[src/rtl/ddr3_traffic_gen_if.sv]
// rtl/ddr3_traffic_gen_if.sv - DDR3_manage user-side request bus between traffic generator (master) and manager (slave)
interface ddr3_traffic_gen_if #(
  parameter int DATA_W = 512,
  parameter int ADDR_W = 28
);
  logic              ddr3_rdy;
  logic              ddr3_write_req;
  logic              ddr3_read_req;
  logic [ADDR_W-1:0] ddr3_wr_addr;
  logic [ADDR_W-1:0] ddr3_rd_addr;
  logic              ddr3_write_done;
  logic              ddr3_read_done;
  logic              ddr3_wr_data_req;
  logic [DATA_W-1:0] ddr3_wr_data;
  logic              ddr3_rd_data_valid;
  logic [DATA_W-1:0] ddr3_rd_data;

  modport master (
    input  ddr3_rdy, ddr3_write_done, ddr3_read_done, ddr3_wr_data_req,
           ddr3_rd_data_valid, ddr3_rd_data,
    output ddr3_write_req, ddr3_read_req, ddr3_wr_addr, ddr3_rd_addr, ddr3_wr_data
  );

  modport slave (
    output ddr3_rdy, ddr3_write_done, ddr3_read_done, ddr3_wr_data_req,
           ddr3_rd_data_valid, ddr3_rd_data,
    input  ddr3_write_req, ddr3_read_req, ddr3_wr_addr, ddr3_rd_addr, ddr3_wr_data
  );
endinterface

[src/rtl/ddr3_traffic_gen.sv]
// rtl/ddr3_traffic_gen.sv - DDR3 write/read-back traffic generator and checker with pass/error statistics
// Optional single-beat error injection is enabled by defining TRAFFIC_GEN_INJECT_EN.
module ddr3_traffic_gen #(
  parameter int DATA_W     = 512,
  parameter int ADDR_W     = 28,
  parameter int BURST_LEN  = 8,
  parameter int ADDR_STEP  = 8,
  parameter int NUM_BURSTS = 16
) (
  input  logic              i_app_clk,
  input  logic              i_app_rst,
  input  logic              i_start,
  input  logic              i_loop,
  input  logic              i_stop,
  input  logic [1:0]        i_mode,
  input  logic [31:0]       i_seed,
  input  logic [ADDR_W-1:0] i_base_addr,
`ifdef TRAFFIC_GEN_INJECT_EN
  input  logic              i_inject_err,
`endif
  ddr3_traffic_gen_if.master io_ddr3,
  output logic              o_busy,
  output logic              o_done,
  output logic [15:0]       o_pass_cnt,
  output logic [15:0]       o_err_cnt,
  output logic              o_err_flag,
  output logic [ADDR_W-1:0] o_first_err_addr
);

  localparam int LANES = DATA_W / 32;
  localparam logic [31:0] BL32 = 32'(BURST_LEN);
  localparam logic [31:0] LAST_BURST = 32'(NUM_BURSTS - 1);
  localparam logic [ADDR_W-1:0] BURST_STRIDE = ADDR_W'(BURST_LEN * ADDR_STEP);

  typedef enum logic [2:0] {
    S_IDLE, S_WR_WAIT, S_WR_REQ, S_RD_WAIT, S_RD_REQ, S_PASS_END
  } state_t;

  state_t r_state, w_next;

  logic [1:0]        r_mode;
  logic [31:0]       r_seed;
  logic [ADDR_W-1:0] r_base;
  logic [31:0]       r_burst;
  logic [31:0]       r_wr_b, r_wr_lfsr;
  logic [31:0]       r_rd_b, r_rd_lfsr, r_rd_cnt;
  logic              r_stop_lat;
  logic              r_wr_req, r_rd_req;
  logic [ADDR_W-1:0] r_wr_addr, r_rd_addr;
  logic              r_busy, r_done;
  logic [15:0]       r_pass_cnt, r_err_cnt;
  logic              r_err_flag;
  logic [ADDR_W-1:0] r_first_err_addr;

  function automatic logic [31:0] lfsr_step(input logic [31:0] x);
    return {x[30:0], x[31] ^ x[21] ^ x[1] ^ x[0]};
  endfunction

  function automatic logic [31:0] lfsr_adv(input logic [31:0] x, input logic [31:0] n);
    logic [31:0] v;
    v = x;
    for (int i = 0; i < BURST_LEN; i++)
      if (32'(i) < n) v = lfsr_step(v);
    return v;
  endfunction

  function automatic logic [ADDR_W-1:0] beat_addr(input logic [ADDR_W-1:0] base, input logic [31:0] b);
    return base + ADDR_W'(b * 32'(ADDR_STEP));
  endfunction

  function automatic logic [DATA_W-1:0] pattern(input logic [1:0] mode, input logic [31:0] seed,
                                                input logic [31:0] b, input logic [31:0] lfsr,
                                                input logic [ADDR_W-1:0] addr);
    logic [DATA_W-1:0] d;
    d = '0;
    for (int k = 0; k < LANES; k++) begin
      case (mode)
        2'd0:    d[k*32 +: 32] = seed + b;
        2'd1:    d[k*32 +: 32] = 32'(addr) + 32'(k);
        2'd2:    d[k*32 +: 32] = lfsr;
        default: d[k*32 +: 32] = b[0] ? 32'hAAAA_AAAA : 32'h5555_5555;
      endcase
    end
    return d;
  endfunction

  logic              w_wr_take, w_rd_accept, w_rd_done, w_mismatch, w_err_any;
  logic [31:0]       w_rcvd, w_missing, w_err_sum;
  logic [15:0]       w_err_next;
  logic [ADDR_W-1:0] w_rd_beat_addr;
  logic [DATA_W-1:0] w_wr_pattern, w_rd_expect;

  assign w_wr_pattern   = pattern(r_mode, r_seed, r_wr_b, r_wr_lfsr, beat_addr(r_base, r_wr_b));
  assign w_wr_take      = io_ddr3.ddr3_wr_data_req && (r_state == S_WR_WAIT || r_state == S_WR_REQ);
  assign w_rd_beat_addr = beat_addr(r_base, r_rd_b);
  assign w_rd_expect    = pattern(r_mode, r_seed, r_rd_b, r_rd_lfsr, w_rd_beat_addr);
  // Beats beyond BURST_LEN in a burst are dropped so they cannot shift the expected sequence
  assign w_rd_accept    = io_ddr3.ddr3_rd_data_valid && r_state == S_RD_REQ && r_rd_cnt < BL32;
  assign w_rd_done      = io_ddr3.ddr3_read_done && r_state == S_RD_REQ;
  assign w_mismatch     = w_rd_accept && (io_ddr3.ddr3_rd_data != w_rd_expect);
  assign w_rcvd         = r_rd_cnt + 32'(w_rd_accept);
  assign w_missing      = (w_rd_done && w_rcvd < BL32) ? BL32 - w_rcvd : 32'd0;
  assign w_err_any      = w_mismatch || (w_missing != 32'd0);
  assign w_err_sum      = 32'(r_err_cnt) + 32'(w_mismatch) + w_missing;
  assign w_err_next     = (w_err_sum > 32'h0000_FFFF) ? 16'hFFFF : w_err_sum[15:0];

  always_comb begin
    w_next = r_state;
    case (r_state)
      S_IDLE:     if (i_start) w_next = S_WR_WAIT;
      S_WR_WAIT:  if (io_ddr3.ddr3_rdy) w_next = S_WR_REQ;
      S_WR_REQ:   if (io_ddr3.ddr3_write_done) w_next = (r_burst == LAST_BURST) ? S_RD_WAIT : S_WR_WAIT;
      S_RD_WAIT:  if (io_ddr3.ddr3_rdy) w_next = S_RD_REQ;
      S_RD_REQ:   if (io_ddr3.ddr3_read_done) w_next = (r_burst == LAST_BURST) ? S_PASS_END : S_RD_WAIT;
      S_PASS_END: w_next = (i_loop && !r_stop_lat && !i_stop) ? S_WR_WAIT : S_IDLE;
      default:    w_next = S_IDLE;
    endcase
  end

  always_ff @(posedge i_app_clk) begin
    if (i_app_rst) r_state <= S_IDLE;
    else           r_state <= w_next;
  end

  always_ff @(posedge i_app_clk) begin
    if (i_app_rst) begin
      r_mode <= '0; r_seed <= '0; r_base <= '0; r_burst <= '0;
      r_wr_b <= '0; r_wr_lfsr <= '0; r_rd_b <= '0; r_rd_lfsr <= '0; r_rd_cnt <= '0;
      r_stop_lat <= 1'b0; r_wr_req <= 1'b0; r_rd_req <= 1'b0;
      r_wr_addr <= '0; r_rd_addr <= '0; r_busy <= 1'b0; r_done <= 1'b0;
      r_pass_cnt <= '0; r_err_cnt <= '0; r_err_flag <= 1'b0; r_first_err_addr <= '0;
    end else begin
      r_done <= 1'b0;
      case (r_state)
        S_IDLE: if (i_start) begin
          r_mode <= i_mode; r_seed <= i_seed; r_base <= i_base_addr;
          r_burst <= '0; r_wr_b <= '0; r_wr_lfsr <= i_seed;
          r_rd_b <= '0; r_rd_cnt <= '0; r_stop_lat <= 1'b0; r_busy <= 1'b1;
          r_pass_cnt <= '0; r_err_cnt <= '0; r_err_flag <= 1'b0; r_first_err_addr <= '0;
        end
        S_WR_WAIT: if (io_ddr3.ddr3_rdy) begin
          r_wr_req  <= 1'b1;
          r_wr_addr <= r_base + ADDR_W'(r_burst) * BURST_STRIDE;
        end
        S_WR_REQ: if (io_ddr3.ddr3_write_done) begin
          r_wr_req <= 1'b0;
          if (r_burst == LAST_BURST) begin
            r_burst <= '0; r_rd_b <= '0; r_rd_lfsr <= r_seed; r_rd_cnt <= '0;
          end else begin
            r_burst <= r_burst + 32'd1;
          end
        end
        S_RD_WAIT: if (io_ddr3.ddr3_rdy) begin
          r_rd_req  <= 1'b1;
          r_rd_addr <= r_base + ADDR_W'(r_burst) * BURST_STRIDE;
        end
        S_RD_REQ: if (io_ddr3.ddr3_read_done) begin
          r_rd_req <= 1'b0;
          r_burst  <= r_burst + 32'd1;
        end
        S_PASS_END: begin
          r_pass_cnt <= r_pass_cnt + 16'd1;
          if (i_loop && !r_stop_lat && !i_stop) begin
            r_burst <= '0; r_wr_b <= '0; r_wr_lfsr <= r_seed;
          end else begin
            r_busy <= 1'b0;
            r_done <= 1'b1;
          end
        end
        default: ;
      endcase

      if (i_stop && r_busy) r_stop_lat <= 1'b1;

      if (w_wr_take) begin
        r_wr_b    <= r_wr_b + 32'd1;
        r_wr_lfsr <= lfsr_step(r_wr_lfsr);
      end

      if (w_rd_accept) begin
        r_rd_b    <= r_rd_b + 32'd1;
        r_rd_lfsr <= lfsr_step(r_rd_lfsr);
        r_rd_cnt  <= r_rd_cnt + 32'd1;
      end
      // A short burst jumps the checker to the first beat of the next burst
      if (w_rd_done) begin
        r_rd_b    <= r_rd_b + 32'(w_rd_accept) + w_missing;
        r_rd_lfsr <= lfsr_adv(w_rd_accept ? lfsr_step(r_rd_lfsr) : r_rd_lfsr, w_missing);
        r_rd_cnt  <= '0;
      end

      if (w_err_any) begin
        r_err_cnt  <= w_err_next;
        r_err_flag <= 1'b1;
        if (!r_err_flag)
          r_first_err_addr <= w_mismatch ? w_rd_beat_addr
                                         : beat_addr(r_base, r_rd_b + 32'(w_rd_accept));
      end
    end
  end

`ifdef TRAFFIC_GEN_INJECT_EN
  logic r_inj_arm;

  always_ff @(posedge i_app_clk) begin
    if (i_app_rst)                   r_inj_arm <= 1'b0;
    else if (i_inject_err)           r_inj_arm <= 1'b1;
    else if (w_wr_take && r_inj_arm) r_inj_arm <= 1'b0;
  end

  assign io_ddr3.ddr3_wr_data = w_wr_pattern ^ {{(DATA_W-1){1'b0}}, r_inj_arm};
`else
  assign io_ddr3.ddr3_wr_data = w_wr_pattern;
`endif

  assign io_ddr3.ddr3_write_req = r_wr_req;
  assign io_ddr3.ddr3_read_req  = r_rd_req;
  assign io_ddr3.ddr3_wr_addr   = r_wr_addr;
  assign io_ddr3.ddr3_rd_addr   = r_rd_addr;
  assign o_busy           = r_busy;
  assign o_done           = r_done;
  assign o_pass_cnt       = r_pass_cnt;
  assign o_err_cnt        = r_err_cnt;
  assign o_err_flag       = r_err_flag;
  assign o_first_err_addr = r_first_err_addr;

endmodule

[src/flat_wrapper.sv]
// flat-port wrapper written by rule: the top's interface ports become plain ports
module ddr3_traffic_gen_flat 
#(
  parameter int DATA_W     = 512,
  parameter int ADDR_W     = 28,
  parameter int BURST_LEN  = 8,
  parameter int ADDR_STEP  = 8,
  parameter int NUM_BURSTS = 16
)
  (i_app_clk, i_app_rst, i_start, i_loop, i_stop, i_mode, i_seed, i_base_addr, o_busy, o_done, o_pass_cnt, o_err_cnt, o_err_flag, o_first_err_addr, io_ddr3_ddr3_rdy, io_ddr3_ddr3_write_done, io_ddr3_ddr3_read_done, io_ddr3_ddr3_wr_data_req, io_ddr3_ddr3_rd_data_valid, io_ddr3_ddr3_rd_data, io_ddr3_ddr3_write_req, io_ddr3_ddr3_read_req, io_ddr3_ddr3_wr_addr, io_ddr3_ddr3_rd_addr, io_ddr3_ddr3_wr_data);
  ddr3_traffic_gen_if #(.DATA_W(DATA_W), .ADDR_W(ADDR_W)) io_ddr3_i ();
  input  logic i_app_clk;
  input  logic i_app_rst;
  input  logic i_start;
  input  logic i_loop;
  input  logic i_stop;
  input  logic [1:0] i_mode;
  input  logic [31:0] i_seed;
  input  logic [ADDR_W-1:0] i_base_addr;
  output logic o_busy;
  output logic o_done;
  output logic [15:0] o_pass_cnt;
  output logic [15:0] o_err_cnt;
  output logic o_err_flag;
  output logic [ADDR_W-1:0] o_first_err_addr;
  input wire logic [$bits(io_ddr3_i.ddr3_rdy)-1:0] io_ddr3_ddr3_rdy;
  input wire logic [$bits(io_ddr3_i.ddr3_write_done)-1:0] io_ddr3_ddr3_write_done;
  input wire logic [$bits(io_ddr3_i.ddr3_read_done)-1:0] io_ddr3_ddr3_read_done;
  input wire logic [$bits(io_ddr3_i.ddr3_wr_data_req)-1:0] io_ddr3_ddr3_wr_data_req;
  input wire logic [$bits(io_ddr3_i.ddr3_rd_data_valid)-1:0] io_ddr3_ddr3_rd_data_valid;
  input wire logic [$bits(io_ddr3_i.ddr3_rd_data)-1:0] io_ddr3_ddr3_rd_data;
  output wire logic [$bits(io_ddr3_i.ddr3_write_req)-1:0] io_ddr3_ddr3_write_req;
  output wire logic [$bits(io_ddr3_i.ddr3_read_req)-1:0] io_ddr3_ddr3_read_req;
  output wire logic [$bits(io_ddr3_i.ddr3_wr_addr)-1:0] io_ddr3_ddr3_wr_addr;
  output wire logic [$bits(io_ddr3_i.ddr3_rd_addr)-1:0] io_ddr3_ddr3_rd_addr;
  output wire logic [$bits(io_ddr3_i.ddr3_wr_data)-1:0] io_ddr3_ddr3_wr_data;
  assign io_ddr3_i.ddr3_rdy = io_ddr3_ddr3_rdy;
  assign io_ddr3_i.ddr3_write_done = io_ddr3_ddr3_write_done;
  assign io_ddr3_i.ddr3_read_done = io_ddr3_ddr3_read_done;
  assign io_ddr3_i.ddr3_wr_data_req = io_ddr3_ddr3_wr_data_req;
  assign io_ddr3_i.ddr3_rd_data_valid = io_ddr3_ddr3_rd_data_valid;
  assign io_ddr3_i.ddr3_rd_data = io_ddr3_ddr3_rd_data;
  assign io_ddr3_ddr3_write_req = io_ddr3_i.ddr3_write_req;
  assign io_ddr3_ddr3_read_req = io_ddr3_i.ddr3_read_req;
  assign io_ddr3_ddr3_wr_addr = io_ddr3_i.ddr3_wr_addr;
  assign io_ddr3_ddr3_rd_addr = io_ddr3_i.ddr3_rd_addr;
  assign io_ddr3_ddr3_wr_data = io_ddr3_i.ddr3_wr_data;
  ddr3_traffic_gen #(.DATA_W(DATA_W), .ADDR_W(ADDR_W), .BURST_LEN(BURST_LEN), .ADDR_STEP(ADDR_STEP), .NUM_BURSTS(NUM_BURSTS)) u_core (.i_app_clk(i_app_clk), .i_app_rst(i_app_rst), .i_start(i_start), .i_loop(i_loop), .i_stop(i_stop), .i_mode(i_mode), .i_seed(i_seed), .i_base_addr(i_base_addr), .io_ddr3(io_ddr3_i), .o_busy(o_busy), .o_done(o_done), .o_pass_cnt(o_pass_cnt), .o_err_cnt(o_err_cnt), .o_err_flag(o_err_flag), .o_first_err_addr(o_first_err_addr));
endmodule
[config.mk]
export PLATFORM = sky130hd
export DESIGN_NAME = ddr3_traffic_gen_flat
export DESIGN_NICKNAME = d
export VERILOG_FILES = /design/src/rtl/ddr3_traffic_gen_if.sv /design/src/rtl/ddr3_traffic_gen.sv /design/src/flat_wrapper.sv
export SDC_FILE = /design/constraint.sdc
export NUM_CORES = 2
export LEC_CHECK = 0
export ABC_AREA = 1
export BUFFER_PORTS_ARGS = -buffer_cell sky130_fd_sc_hd__buf_2
export CELL_PAD_IN_SITES_DETAIL_PLACEMENT = 1
export CELL_PAD_IN_SITES_GLOBAL_PLACEMENT = 2
export CORE_MARGIN = 2
export CORE_UTILIZATION = 25
export CTS_BUF_LIST = sky130_fd_sc_hd__clkbuf_8
export DETAILED_ROUTE_END_ITERATION = 16
export PLACE_DENSITY_LB_ADDON = 0.15
export SYNTH_ARGS = -nofsm -noshare
export SYNTH_HDL_FRONTEND = slang
export SYNTH_SLANG_ARGS = --single-unit
export TNS_END_PERCENT = 20
[constraint.sdc]
create_clock -name i_app_clk -period 23.8 [get_ports i_app_clk]
set_input_delay 3.57 -clock i_app_clk [delete_from_list [all_inputs] [get_ports i_app_clk]]
set_output_delay 3.57 -clock i_app_clk [all_outputs]
set_load 0.005 [all_outputs]
==> flow_summary.rst <==
.. list-table::
   :header-rows: 1

   * - Metric
     - Value
   * - Total Die Area
     - 0.241 sq mm
   * - Average vias per placed instance
     - 5.67
   * - Starting utilization of the core area
     - 25.2%
   * - Synthesized-area fraction occupied by ao, oa, aoi and oai cells
     - 24.3%
   * - Worst Hold Class
     - reg -> reg
   * - Leading post-synthesis cells by cell area
     - sky130_fd_sc_hd__nand2_1 (16%), sky130_fd_sc_hd__dfxtp_1 (13%), sky130_fd_sc_hd__o21ai_0 (9.2%)
   * - Post-synthesis register bit count
     - 379
   * - Clock tree skew after final layout
     - 0.0645 ns
   * - Count of nets left with antenna violations after detail routing
     - 0
   * - Number of top-level pins
     - 1,217
   * - Max FO, Critical Path
     - 26
   * - Final WS setup
     - 11.01 ns
   * - Die span in x
     - 491 um
   * - Power per standard cell area
     - 65.2 mW/mm^2
   * - Count of maximum capacitance violations
     - 0
   * - Post-synth cell types
     - 76
   * - Post-Place Setup Slack
     - 11.48 ns
   * - Number of gates resized after CTS
     - 0
   * - Most used standard cell by instance count after synthesis
     - sky130_fd_sc_hd__nand2_1
   * - Post-synthesis average cell area
     - 5.52 sq um
   * - First-pass GRT wire length
     - 690 mm
   * - CTS buffer count
     - 73
   * - Mapped Area
     - 0.0593 sq mm
   * - DRT Wirelength
     - 515 mm
   * - Vertical die dimension
     - 491 um
   * - Number of hold buffers added after CTS
     - 0
   * - Via count of the routed design
     - 84,900
   * - Net count of the finished layout
     - 12,600
   * - All-Layer GR Usage
     - 40.5%
   * - Fraction of the yosys area taken by sequential cells
     - 12.8%
   * - Worst skew pair latency
     - 0.77 ns
   * - Leading cell types by count after synthesis
     - sky130_fd_sc_hd__nand2_1 (2,566), sky130_fd_sc_hd__inv_1 (1,221), sky130_fd_sc_hd__nor2_1 (1,161), sky130_fd_sc_hd__o21ai_0 (1,096), sky130_fd_sc_hd__a21oi_1 (800)
   * - Worst Setup Path Type
     - reg -> reg
   * - Cell at the slowest stage of the critical path
     - sky130_fd_sc_hd__dfxtp_1
   * - Ys flop type
     - sky130_fd_sc_hd__dfxtp_1
   * - Root cell of the clock tree
     - sky130_fd_sc_hd__clkbuf_8
   * - Critical path required time
     - 24.41 ns
   * - Remaining design rule violation count
     - 0
   * - H-Tree Level Count
     - 3
   * - Core Area
     - 0.236 sq mm
   * - Number of fillers in the final layout
     - 31,500
   * - Count of warnings emitted by yosys
     - 0
   * - Number of buffers inserted by post-CTS setup repair
     - 0
   * - Synth Area in Adders
     - 5.35%
   * - Avg WL per Cell
     - 34.4 um
   * - Worst slew slack as a fraction of its limit
     - 2.78%
   * - Simple-Gate Fraction of Synth Area
     - 36.5%
   * - Crit path largest cell delay
     - 0.92 ns
   * - Largest vdd supply drop
     - 0.0000348 V
   * - Count of final max-slew check failures
     - 0
   * - HPWL reported at the end of detailed placement
     - 430 mm
   * - Layout cells sized above 1
     - 15.1%
   * - Setup crit start kind
     - flop
   * - Portion of netlist area occupied by mux cells
     - 0.137%
   * - Hold depth
     - 2
   * - Slew of the pin with the lowest slew margin
     - 1.45 ns
   * - Maximum buffer depth of the clock tree
     - 3
   * - RD Place Congestion
     - 1.07
   * - TNS Setup
     - 0 ns
   * - Post-synthesis xor/xnor area fraction
     - 8.50%
   * - Pin count of the biggest net entering global routing
     - 127
   * - Result of the run
     - finished clean
   * - Number of instances in the synthesized netlist
     - 10,700
   * - Synth top area share
     - 16.2%
   * - Antenna violations before repair
     - 84
   * - CP Data Arrival Time
     - 13.40 ns
   * - Tightest hold margin
     - 0.462 ns
   * - LEAKAGE
     - 33.6 nW
   * - Depth of the worst register-to-register path
     - 57
   * - TritonCTS Sinks
     - 379
   * - Highest attainable clock frequency
     - 78.2 MHz
   * - Setup violations, final
     - 0
   * - Share of flip-flops with an asynchronous set or reset after synthesis
     - 0%
   * - Final worst path period share
     - 53.8%
   * - CTS clk-pin slew, worst paths
     - 0.06 ns
   * - Remaining Overflow, GRT
     - 0
   * - Number of synthesized flops with an enable pin
     - 0
   * - Element type at the critical path end
     - flop
   * - TritonRoute pass-1 iters
     - 9
   * - Vias in the first global route
     - 80,900
   * - Dominant combinational cell family by area after synthesis
     - simple AND/OR/NAND/NOR gates
   * - Cell occurring most often along the worst timing path
     - sky130_fd_sc_hd__nor2_1
   * - TritonCTS clock tree
     - done
   * - Cell Rows
     - 178
   * - Number of I/O port buffers
     - 1,216
   * - Setup repair after global routing missed its margin
     - false
   * - DRT iter0 DRCs
     - 9,251
   * - Endpoints failing hold
     - 0
   * - Cell taking the most area after synthesis
     - sky130_fd_sc_hd__nand2_1
   * - Area growth from synthesis to layout
     - 19.2%
   * - Tmin final
     - 12.79 ns
## worst paths after layout
path | endpoint | slack [ns] | from
setup reg to reg | u_core.o_err_cnt[2]$_SDFFE_PP0P_ | 11.01 | u_core.r_rd_b[0]$_SDFFE_PP0P_
setup / recovery | u_core.o_err_cnt[2]$_SDFFE_PP0P_ | 11.01 | u_core.r_rd_b[0]$_SDFFE_PP0P_
hold / removal | u_core.r_stop_lat$_SDFFE_PP0P_ | 0.46 | u_core.r_stop_lat$_SDFFE_PP0P_
hold reg to reg | u_core.r_stop_lat$_SDFFE_PP0P_ | 0.46 | u_core.r_stop_lat$_SDFFE_PP0P_
## layout make-up
cell class / count / area, sq um / area share (%)
diodes: 45 / 113 / 0.159
clock buffers: 90 / 1240 / 1.75
clock inverters: 44 / 369 / 0.522
inverters: 1279 / 4810 / 6.80
multi-input cells: 8537 / 44800 / 63.3
flip-flops and latches: 379 / 7590 / 10.7
well taps: 3150 / 3940 / 5.57
repair buffers: 1452 / 7900 / 11.2
## state kept, by name, summed over array words and instances, names as in the netlist, 32 cells and up
name	flops
u_core.r_burst	32
u_core.r_rd_b	32
u_core.r_rd_cnt	32
u_core.r_rd_lfsr	32
u_core.r_seed	32
u_core.r_wr_b	32
u_core.r_wr_lfsr	32
## per-stage QoR
| stage | cell area, sq um | power (W) | utilization [%] | cells |
|---|---|---|---|---|
| final | 70800 | 0.00461 | 30.0 | 15000 |
| after global routing | 70700 | 0.00474 | 30.0 | 15000 |
| after CTS | 70600 | 0.00452 | 30.0 | 14900 |
| after detailed placement | 69000 | 0.00375 | 29.3 | 14800 |
| after global placement | 69000 | 0.00373 | 29.3 | 14800 |
| after floorplan | 59500 | 0.00213 | - | 10800 |
## critical path, delay by kind of cell (launching register included)
kind	cells	cell delay, ns
fa+ha+maj	4	1.90
simple gates	31	5.13
flops	1	0.92
compound gates	11	2.13
buf+inv	8	1.97
xor+xnor	3	0.47
## power by group
part           switching, W  total [W]  internal, W
Clock              0.000352   0.000753     0.000401
Sequential        0.0000836   0.000758     0.000675
Combinational       0.00231    0.00310     0.000790
Total               0.00275    0.00461      0.00187
## per-layer routing
metal  up-vias  track usage [%]  share of wire (%)
li1      37600                -                  -
met1     42300             53.7                 43
met2      4117             61.2                 42
met3       821             6.91                7.6
met4        38             24.2                7.0
met5         -                0              0.057
## layout by cell type (no fill, tap or decap), types with 126 or more instances in the layout
cell	n
sky130_fd_sc_hd__a21oi_1	798
sky130_fd_sc_hd__a31oi_1	126
sky130_fd_sc_hd__buf_2	1215
sky130_fd_sc_hd__buf_4	233
sky130_fd_sc_hd__dfxtp_1	376
sky130_fd_sc_hd__ha_1	241
sky130_fd_sc_hd__inv_1	1233
sky130_fd_sc_hd__nand2_1	2564
sky130_fd_sc_hd__nand3_1	794
sky130_fd_sc_hd__nand4_1	230
sky130_fd_sc_hd__nor2_1	1140
sky130_fd_sc_hd__nor3_1	129
sky130_fd_sc_hd__o21ai_0	1089
sky130_fd_sc_hd__xnor2_1	213
sky130_fd_sc_hd__xor2_1	339
## logic make-up (layout without fill, tap and decap cells)
logic type | after synthesis | count (layout)
multiplexers | 8 | 8
adder cells (fa/ha/maj) | 249 | 249
AND/OR/NAND/NOR | 5102 | 5102
XOR/XNOR | 567 | 567
AO/OA/AOI/OAI | 2569 | 2569
buffers and inverters | 1870 | 2865
flip-flops | 379 | 379
other | 1 | 87
Note: power is estimated with default switching activity, not from simulation.
